$ cat src/rtl/cacheline_adapter_pkg.sv
// Shared types and constants for the cache-line <-> 64-bit memory burst adapter.
package cacheline_adapter_pkg;

  typedef logic [255:0] cacheline_t;
  typedef logic [63:0]  mem_beat_t;

  localparam int CACHELINE_BEATS       = 4;
  localparam int CACHELINE_OFFSET_BITS = 5;

  typedef enum logic [1:0] {
    IDLE  = 2'd0,
    READ  = 2'd1,
    WRITE = 2'd2,
    DONE  = 2'd3
  } adapter_state_t;

endpackage

$ cat src/rtl/cacheline_adapter_if.sv
// Line-side request/response and memory-side burst signals of the adapter.
interface cacheline_adapter_if #(
  parameter int LINE_WIDTH = 256,
  parameter int BEAT_WIDTH = 64
);
  logic                  line_read;
  logic                  line_write;
  logic [31:0]           line_address;
  logic [LINE_WIDTH-1:0] line_wdata;
  logic [LINE_WIDTH-1:0] line_rdata;
  logic                  line_resp;

  logic                  mem_read;
  logic                  mem_write;
  logic [31:0]           mem_address;
  logic [BEAT_WIDTH-1:0] mem_wdata;
  logic [BEAT_WIDTH-1:0] mem_rdata;
  logic                  mem_resp;

  // Adapter side: serves line requests, masters the memory port.
  modport slave (
    input  line_read, line_write, line_address, line_wdata,
    output line_rdata, line_resp,
    output mem_read, mem_write, mem_address, mem_wdata,
    input  mem_rdata, mem_resp
  );

  // Cache/memory-model side.
  modport master (
    output line_read, line_write, line_address, line_wdata,
    input  line_rdata, line_resp,
    input  mem_read, mem_write, mem_address, mem_wdata,
    output mem_rdata, mem_resp
  );
endinterface

$ cat src/rtl/cacheline_adapter.sv
// Turns one cache-line read/write into a BEATS-long burst on the memory port;
// read beats are gathered into line_rdata, write beats are sliced from a latched line.
module cacheline_adapter
  import cacheline_adapter_pkg::*;
#(
  parameter int LINE_WIDTH = 256,
  parameter int BEAT_WIDTH = 64
) (
  input  logic                clk,
  input  logic                rst,
  cacheline_adapter_if.slave  bus
);

  localparam int BEATS      = LINE_WIDTH / BEAT_WIDTH;
  localparam int CNT_W      = (BEATS > 1) ? $clog2(BEATS) : 1;
  localparam int LINE_BYTES = LINE_WIDTH / 8;
  localparam logic [31:0] ADDR_MASK = ~(32'(LINE_BYTES) - 32'd1);

  adapter_state_t        state_q, state_d;
  logic [CNT_W-1:0]      cnt_q;
  logic [31:0]           addr_q;
  logic [LINE_WIDTH-1:0] wline_q;
  logic [LINE_WIDTH-1:0] rdata_q;
  logic                  last_beat;

  assign last_beat = (cnt_q == CNT_W'(BEATS - 1));

  always_comb begin
    state_d       = state_q;
    bus.mem_read  = 1'b0;
    bus.mem_write = 1'b0;
    bus.line_resp = 1'b0;
    case (state_q)
      IDLE: begin
        // Write wins if the upstream arbiter ever presents both.
        if (bus.line_write)     state_d = WRITE;
        else if (bus.line_read) state_d = READ;
      end
      READ: begin
        bus.mem_read = 1'b1;
        if (bus.mem_resp && last_beat) state_d = DONE;
      end
      WRITE: begin
        bus.mem_write = 1'b1;
        if (bus.mem_resp && last_beat) state_d = DONE;
      end
      DONE: begin
        // Requests are not sampled here so the held request cannot re-trigger.
        bus.line_resp = 1'b1;
        state_d       = IDLE;
      end
      default: state_d = IDLE;
    endcase
  end

  always_ff @(posedge clk or negedge rst) begin
    if (!rst) begin
      state_q <= IDLE;
      cnt_q   <= '0;
      addr_q  <= '0;
      wline_q <= '0;
      rdata_q <= '0;
    end else begin
      state_q <= state_d;
      case (state_q)
        IDLE: begin
          if (bus.line_write || bus.line_read) begin
            cnt_q  <= '0;
            addr_q <= bus.line_address;
            if (bus.line_write) wline_q <= bus.line_wdata;
          end
        end
        READ: begin
          if (bus.mem_resp) begin
            rdata_q[cnt_q*BEAT_WIDTH +: BEAT_WIDTH] <= bus.mem_rdata;
            cnt_q <= cnt_q + CNT_W'(1);
          end
        end
        WRITE: begin
          if (bus.mem_resp) cnt_q <= cnt_q + CNT_W'(1);
        end
        default: ;
      endcase
    end
  end

  assign bus.mem_address = addr_q & ADDR_MASK;
  assign bus.mem_wdata   = wline_q[cnt_q*BEAT_WIDTH +: BEAT_WIDTH];
  assign bus.line_rdata  = rdata_q;

endmodule

$ cat src/flat_wrapper.sv
// flat-port wrapper written by rule: the top's interface ports become plain ports
module cacheline_adapter_flat import cacheline_adapter_pkg::*;
#(
  parameter int LINE_WIDTH = 256,
  parameter int BEAT_WIDTH = 64
)
  (clk, rst, bus_line_read, bus_line_write, bus_line_address, bus_line_wdata, bus_line_rdata, bus_line_resp, bus_mem_read, bus_mem_write, bus_mem_address, bus_mem_wdata, bus_mem_rdata, bus_mem_resp);
  cacheline_adapter_if #(.LINE_WIDTH(LINE_WIDTH), .BEAT_WIDTH(BEAT_WIDTH)) bus_i ();
  input  logic clk;
  input  logic rst;
  input wire logic [$bits(bus_i.line_read)-1:0] bus_line_read;
  input wire logic [$bits(bus_i.line_write)-1:0] bus_line_write;
  input wire logic [$bits(bus_i.line_address)-1:0] bus_line_address;
  input wire logic [$bits(bus_i.line_wdata)-1:0] bus_line_wdata;
  output wire logic [$bits(bus_i.line_rdata)-1:0] bus_line_rdata;
  output wire logic [$bits(bus_i.line_resp)-1:0] bus_line_resp;
  output wire logic [$bits(bus_i.mem_read)-1:0] bus_mem_read;
  output wire logic [$bits(bus_i.mem_write)-1:0] bus_mem_write;
  output wire logic [$bits(bus_i.mem_address)-1:0] bus_mem_address;
  output wire logic [$bits(bus_i.mem_wdata)-1:0] bus_mem_wdata;
  input wire logic [$bits(bus_i.mem_rdata)-1:0] bus_mem_rdata;
  input wire logic [$bits(bus_i.mem_resp)-1:0] bus_mem_resp;
  assign bus_i.line_read = bus_line_read;
  assign bus_i.line_write = bus_line_write;
  assign bus_i.line_address = bus_line_address;
  assign bus_i.line_wdata = bus_line_wdata;
  assign bus_line_rdata = bus_i.line_rdata;
  assign bus_line_resp = bus_i.line_resp;
  assign bus_mem_read = bus_i.mem_read;
  assign bus_mem_write = bus_i.mem_write;
  assign bus_mem_address = bus_i.mem_address;
  assign bus_mem_wdata = bus_i.mem_wdata;
  assign bus_i.mem_rdata = bus_mem_rdata;
  assign bus_i.mem_resp = bus_mem_resp;
  cacheline_adapter #(.LINE_WIDTH(LINE_WIDTH), .BEAT_WIDTH(BEAT_WIDTH)) u_core (.clk(clk), .rst(rst), .bus(bus_i));
endmodule
$ cat config.mk
export PLATFORM = sky130hd
export DESIGN_NAME = cacheline_adapter_flat
export DESIGN_NICKNAME = d
export VERILOG_FILES = /design/src/rtl/cacheline_adapter_pkg.sv /design/src/rtl/cacheline_adapter_if.sv /design/src/rtl/cacheline_adapter.sv /design/src/flat_wrapper.sv
export SDC_FILE = /design/constraint.sdc
export NUM_CORES = 1
export LEC_CHECK = 0
export CAP_MARGIN = 40
export CORE_AREA = 2 2 279 281
export CTS_CLUSTER_SIZE = 25
export DETAILED_ROUTE_END_ITERATION = 16
export DIE_AREA = 0 0 281 283
export REMOVE_ABC_BUFFERS = 1
export SLEW_MARGIN = 10
export SYNTH_ARGS = -nofsm -noshare
export SYNTH_HDL_FRONTEND = slang
export SYNTH_SLANG_ARGS = --single-unit
$ cat constraint.sdc
create_clock -name clk -period 2.8 [get_ports clk]
set_input_delay 0.56 -clock clk [delete_from_list [all_inputs] [get_ports clk]]
set_output_delay 0.56 -clock clk [all_outputs]
set_load 0.02 [all_outputs]
# [After elaboration in Yosys (flattened, before gate mapping)]
# Cells that the tools add are included.
[classes] add_sub_neg=2 n_eq_ne=8 n_shift=3 n_mux=11 n_reduce_logical=10
[op_table] op="$bwmux 256" count=1
[op_table] op="$shift 64x34->256 const A" count=1
[op_table] op="$shiftx 256x9->64" count=1
[op_table] op="$shiftx 64x34->256" count=1
[op_table] op="$neg 8->34" count=1
[op_table] op="$mux 2" count=5
[op_table] op="$eq 2x2->1 const B" count=3
[op_table] op="$ne 2x1->1 const B" count=3
[op_table] op="$pmux 2 s3" count=1
[op_table] op="$reduce_and 2->1" count=3
[op_table] op="$reduce_and 3->1" count=2
[op_table] op="$pmux 2 s2" count=1
[op_table] op="$mux 1" count=3
[op_table] op="$ne 3x3->1 const B" count=1
[op_table] op="$add 2x1->2 const B" count=1
[op_table] op="$eq 2x1->1 const B" count=1
[op_table] op="$logic_not 2->1" count=1
[op_table] op="$reduce_bool 2->1" count=1
[op_table] op="$reduce_or 2->1" count=1
[op_table] op="$logic_and 1x1->1" count=1
[op_table] op="$logic_or 1x1->1" count=1
[totals] ff_bits=548 in_bits=357 out_inout_bits=355 wordCells=39

# [Logic depth before layout (Yosys ltp)]
[logic_depth] depth_word=4 mapped_depth=9 ltp_nobuf=5

# [Least setup slack after synthesis]
# OpenSTA, ideal clock, no wires.
[synth_timing] path_kind="register to register" from="reg u_core.cnt_q[1]" to="reg u_core.rdata_q[132], in the netlist u_core.bus.line_rdata[132]" setup_time_ns=0.066 arrival_ns=2.431 t_required_ns=2.734 path_slack_ns=0.303 path_stages_with_launch=9 path_buffers=3 synth_period_minus_slack_ns=2.497 cell_sequence="dfrtp_1 > clkbuf_1 > buf_1 > inv_1 > ha_1 > nand2b_1 > nor4_4 > buf_6 > a22o_1"
[synth_between] elab_chain_len=3 elab_cells_between_ends=4 cone_classes="1 x add/sub; 2 x shift; 1 x mux"
[synth_lines] element="start: declaration" line_no="cacheline_adapter.sv:20" source="logic [CNT_W-1:0] cnt_q;"
[synth_lines] element="start signal: assignment" line_no="cacheline_adapter.sv:76" source="cnt_q <= cnt_q + CNT_W'(1);"
[synth_lines] element="start signal: assignment" line_no="cacheline_adapter.sv:80" source="if (bus.mem_resp) cnt_q <= cnt_q + CNT_W'(1);"
[synth_lines] element="$neg 8->34 (*)" line_no="cacheline_adapter.sv:75" source="rdata_q[cnt_q*BEAT_WIDTH +: BEAT_WIDTH] <= bus.mem_rdata;"
[synth_lines] element="$shiftx 64x34->256 / $shift 64x34->256 (equally long branches)" line_no="cacheline_adapter.sv:75"
[synth_lines] element="$bwmux 256 (*)" line_no="cacheline_adapter.sv:75"
[synth_lines] element="end signal: indexed assignment" line_no="cacheline_adapter.sv:75"
[synth_lines] element="end: declaration" line_no="cacheline_adapter.sv:23" source="logic [LINE_WIDTH-1:0] rdata_q;"
# Mark *: on every way between the ends. The rest lies on a longest branch, timed or not.
# A chain may end at the register's enable or synchronous reset.

# [Worst setup path in the final report]
[layout_timing] from="reg u_core.cnt_q[0]" to="out bus_mem_wdata[59]"
[layout_between] elab_chain_len=1
[layout_lines] element="$shiftx 256x9->64" line_no="cacheline_adapter.sv:88" source="assign bus.mem_wdata = wline_q[cnt_q*BEAT_WIDTH +: BEAT_WIDTH];"
[layout_lines] element="end: declaration" line_no="flat_wrapper.sv:20" source="output wire logic [$bits(bus_i.mem_wdata)-1:0] bus_mem_wdata;"
# Every way passes these cells.

==> impl_metrics.env <==
export IMPL_yosys_top_cells_count="dfrtp_1, mux2_2, a22o_1, mux4_2, buf_2"
export IMPL_final_cell_count_no_fill=3120
export IMPL_setup_ws_ns=0.0298
export IMPL_fin_hold_ws_ns=0.501
export IMPL_use_met3=0.0719
export IMPL_antenna_left=0
export IMPL_synth_top_area_frac=0.637
export IMPL_clock_sinks=543
export IMPL_p_per_area_nw_per_um2=1070
export IMPL_ys_top_cells_by_area="dfrtp_1, mux2_2, a22o_1"
export IMPL_area_delta_synth_final_pct=50.1
export IMPL_synth_xor_area_frac=0
export IMPL_start_util=0.278
export IMPL_grt_pass1_wl_um=110000
export IMPL_end_kind="output port"
export IMPL_clock_skew_ns=0.0193
export IMPL_ios=712
export IMPL_core_area_um2=76700
export IMPL_synth_top_family_by_area="multiplexers"
export IMPL_clock_latency_ns=0.63
export IMPL_finalWirelength_um=74000
export IMPL_synth_async_reset_ratio=1.00
export IMPL_firstDrtPassIters=4
export IMPL_dp_cells=2983
export IMPL_overflow=0
export IMPL_grt_busiest_layer="met2"
export IMPL_vdd_drop_max_mv=0.511
export IMPL_worst_setup_path_type="reg2out"
export IMPL_ys_seq_area_frac=0.637
export IMPL_synthDistinctLibCells=26
export IMPL_grt_pass1_vias=16552
export IMPL_cap_violations=0
export IMPL_grt_antenna_before_repair=13
export IMPL_arrival_ns=2.21
export IMPL_yosys_area_share_adder=0.00587
export IMPL_vias=14769
export IMPL_syn_inst=1291
export IMPL_cts_buffers=60
export IMPL_synth_compound_area_frac=0.107
export IMPL_drc=0
export IMPL_clockBufferDepth=3
export IMPL_syn_area_per_cell_um2=16.5
export IMPL_grt_util_met2=0.299
export IMPL_numPortBuffers=701
export IMPL_yosys_area_top_type="dfrtp_1"
export IMPL_drive_above_1_share=0.280
export IMPL_fin_crit_sh=0.989
export IMPL_synthMuxAreaShare=0.219
export IMPL_cp_start_kind="flip-flop"
export IMPL_clk_pin_slew_ns=0.06
export IMPL_htree_levels=2
export IMPL_outcome="finished, final reports clean"
export IMPL_rsz0062_at_grt="true"
export IMPL_grt_max_degree=86
export IMPL_tightestPinTransition_ns=0.540
export IMPL_gp_congestion=0.806
export IMPL_yosys_warnings=0
export IMPL_root_buffer="clkbuf_16"
export IMPL_die_w_um=281
export IMPL_synth_edf_count=0
export IMPL_synthSimpleGateAreaFrac=0.00598
export IMPL_via_per_inst=4.73
export IMPL_die_y_um=283
export IMPL_ys_ff_latch=543
export IMPL_relSlewSlack=0.640
export IMPL_drt_iter0_drc=621
export IMPL_syn_cell_area_um2=21300
export IMPL_crit_required_ns=2.24
export IMPL_yosysMostFrequentCell="dfrtp_1"
export IMPL_fin_total_pwr_w=0.0342
export IMPL_nets=2392
export IMPL_layout_min_cycle_time_ns=2.77
export IMPL_dp_hpwl_um=51600
export IMPL_synth_ff_type="dfrtp_1"
export IMPL_slew_violations=0
export IMPL_hold_class="reg2reg"
export IMPL_grt_use_met1=0.219
export IMPL_wl_per_cell_um=23.7
export IMPL_grt_usage=0.181
export IMPL_setup_viol=0
export IMPL_fmax_mhz=361
export IMPL_post_place_ws_ns=0.138
export IMPL_cts_tree="done"
export IMPL_timing_final_hold_violations=0
export IMPL_crit_fanout=7
export IMPL_die_area_um2=79500
export IMPL_p_leak_nw=13.7
export IMPL_num_rows=102
state kept, by name, indices dropped and copies added, names as in the netlist:
name,cells
u_core.bus.line_rdata,256
u_core.addr_q,27
u_core.wline_q,256
u_core.cnt_q,2
u_core.state_q,2
per-stage QoR:
stage	TNS (ns)	utilization	instance area, um^2
after global routing	-0.278	0.417	32000
after CTS	-0.460	0.416	31900
after global placement	0	0.389	29800
after floorplan	-2060.58	-	20800
after detailed placement	0	0.389	29900
final	0	0.417	32000
what timing repair did:
item,4_1_cts,5_1_grt
hold endpoints to repair,34,0
hold buffers,1,0
resized for setup,209,46
setup buffers,6,14
endpoints found under the setup margin,65,31
pin swaps,0,0
gates cloned,0,2
report_power, final:
| part | internal (W) | total, W | switching [W] |
|---|---|---|---|
| Sequential | 0.0107 | 0.0123 | 0.00155 |
| Clock | 0.00495 | 0.00826 | 0.00332 |
| Combinational | 0.00729 | 0.0136 | 0.00634 |
critical path: stages, from the launching register on:
cell	delay, ns
dfrtp_4	0.54
buf_6	0.16
clkbuf_16	0.16
buf_4	0.13
mux4_2	0.41
buf_2	0.18
path summary, 6_finish.rpt:
| path | startpoint | to | slack (ns) | depth (start not counted) |
|---|---|---|---|---|
| max in group asynchronous | rst | u_core.wline_q[228]$_DFFE_PN0P_ | 1.38 | 3 |
| min in group asynchronous | rst | u_core.wline_q[4]$_DFFE_PN0P_ | 0.51 | 2 |
| hold reg to reg | u_core.wline_q[77]$_DFFE_PN0P_ | u_core.wline_q[77]$_DFFE_PN0P_ | 0.50 | 1 |
| setup / recovery | u_core.cnt_q[0]$_DFFE_PN0P_ | bus_mem_wdata[59] | 0.03 | 5 |
| setup reg to reg | u_core.cnt_q[0]$_DFFE_PN0P_ | u_core.bus.line_rdata[144]$_DFFE_PN0P_ | 0.32 | 8 |
| hold / removal | u_core.wline_q[77]$_DFFE_PN0P_ | u_core.wline_q[77]$_DFFE_PN0P_ | 0.50 | 1 |
cell type report:
class | instances | area, um^2
Sequential cell | 543 | 13600
Clock buffer | 80 | 1640
Fill cell | 6958 | 44700
Clock inverter | 28 | 425
Timing Repair Buffer | 769 | 7720
Tap cell | 1040 | 1300
Multi-Input combinational cell | 646 | 7300
Antenna cell | 9 | 22.5
Inverter | 5 | 18.8
per-layer routing:
| metal | vias to the layer above | part of all wire |
|---|---|---|
| met5 | - | 0 |
| met4 | 0 | 0.025 |
| met3 | 128 | 0.10 |
| met2 | 613 | 0.48 |
| met1 | 7667 | 0.40 |
| li1 | 6361 | - |
cells in the final DEF, fill, tap and decap left out, drive strengths merged, types with 6 or more instances in the layout:
master	instances
bufinv	9
clkinv	10
mux2	283
dlygate4sd2	7
clkdlybuf4s15	6
buf	115
clkdlybuf4s50	635
ha	10
dfrtp	543
mux4	64
diode	9
clkbuf	84
a22o	256
inv	9
cells by family (layout without fill, tap and decap cells):
family	count (synthesis)	in the layout
simple gates	19	19
fa+ha+maj	10	10
other cells	1	14
buf+inv	106	882
mux	352	352
flops	543	543
compound gates	260	260
Note: power is estimated with default switching activity, not from simulation.
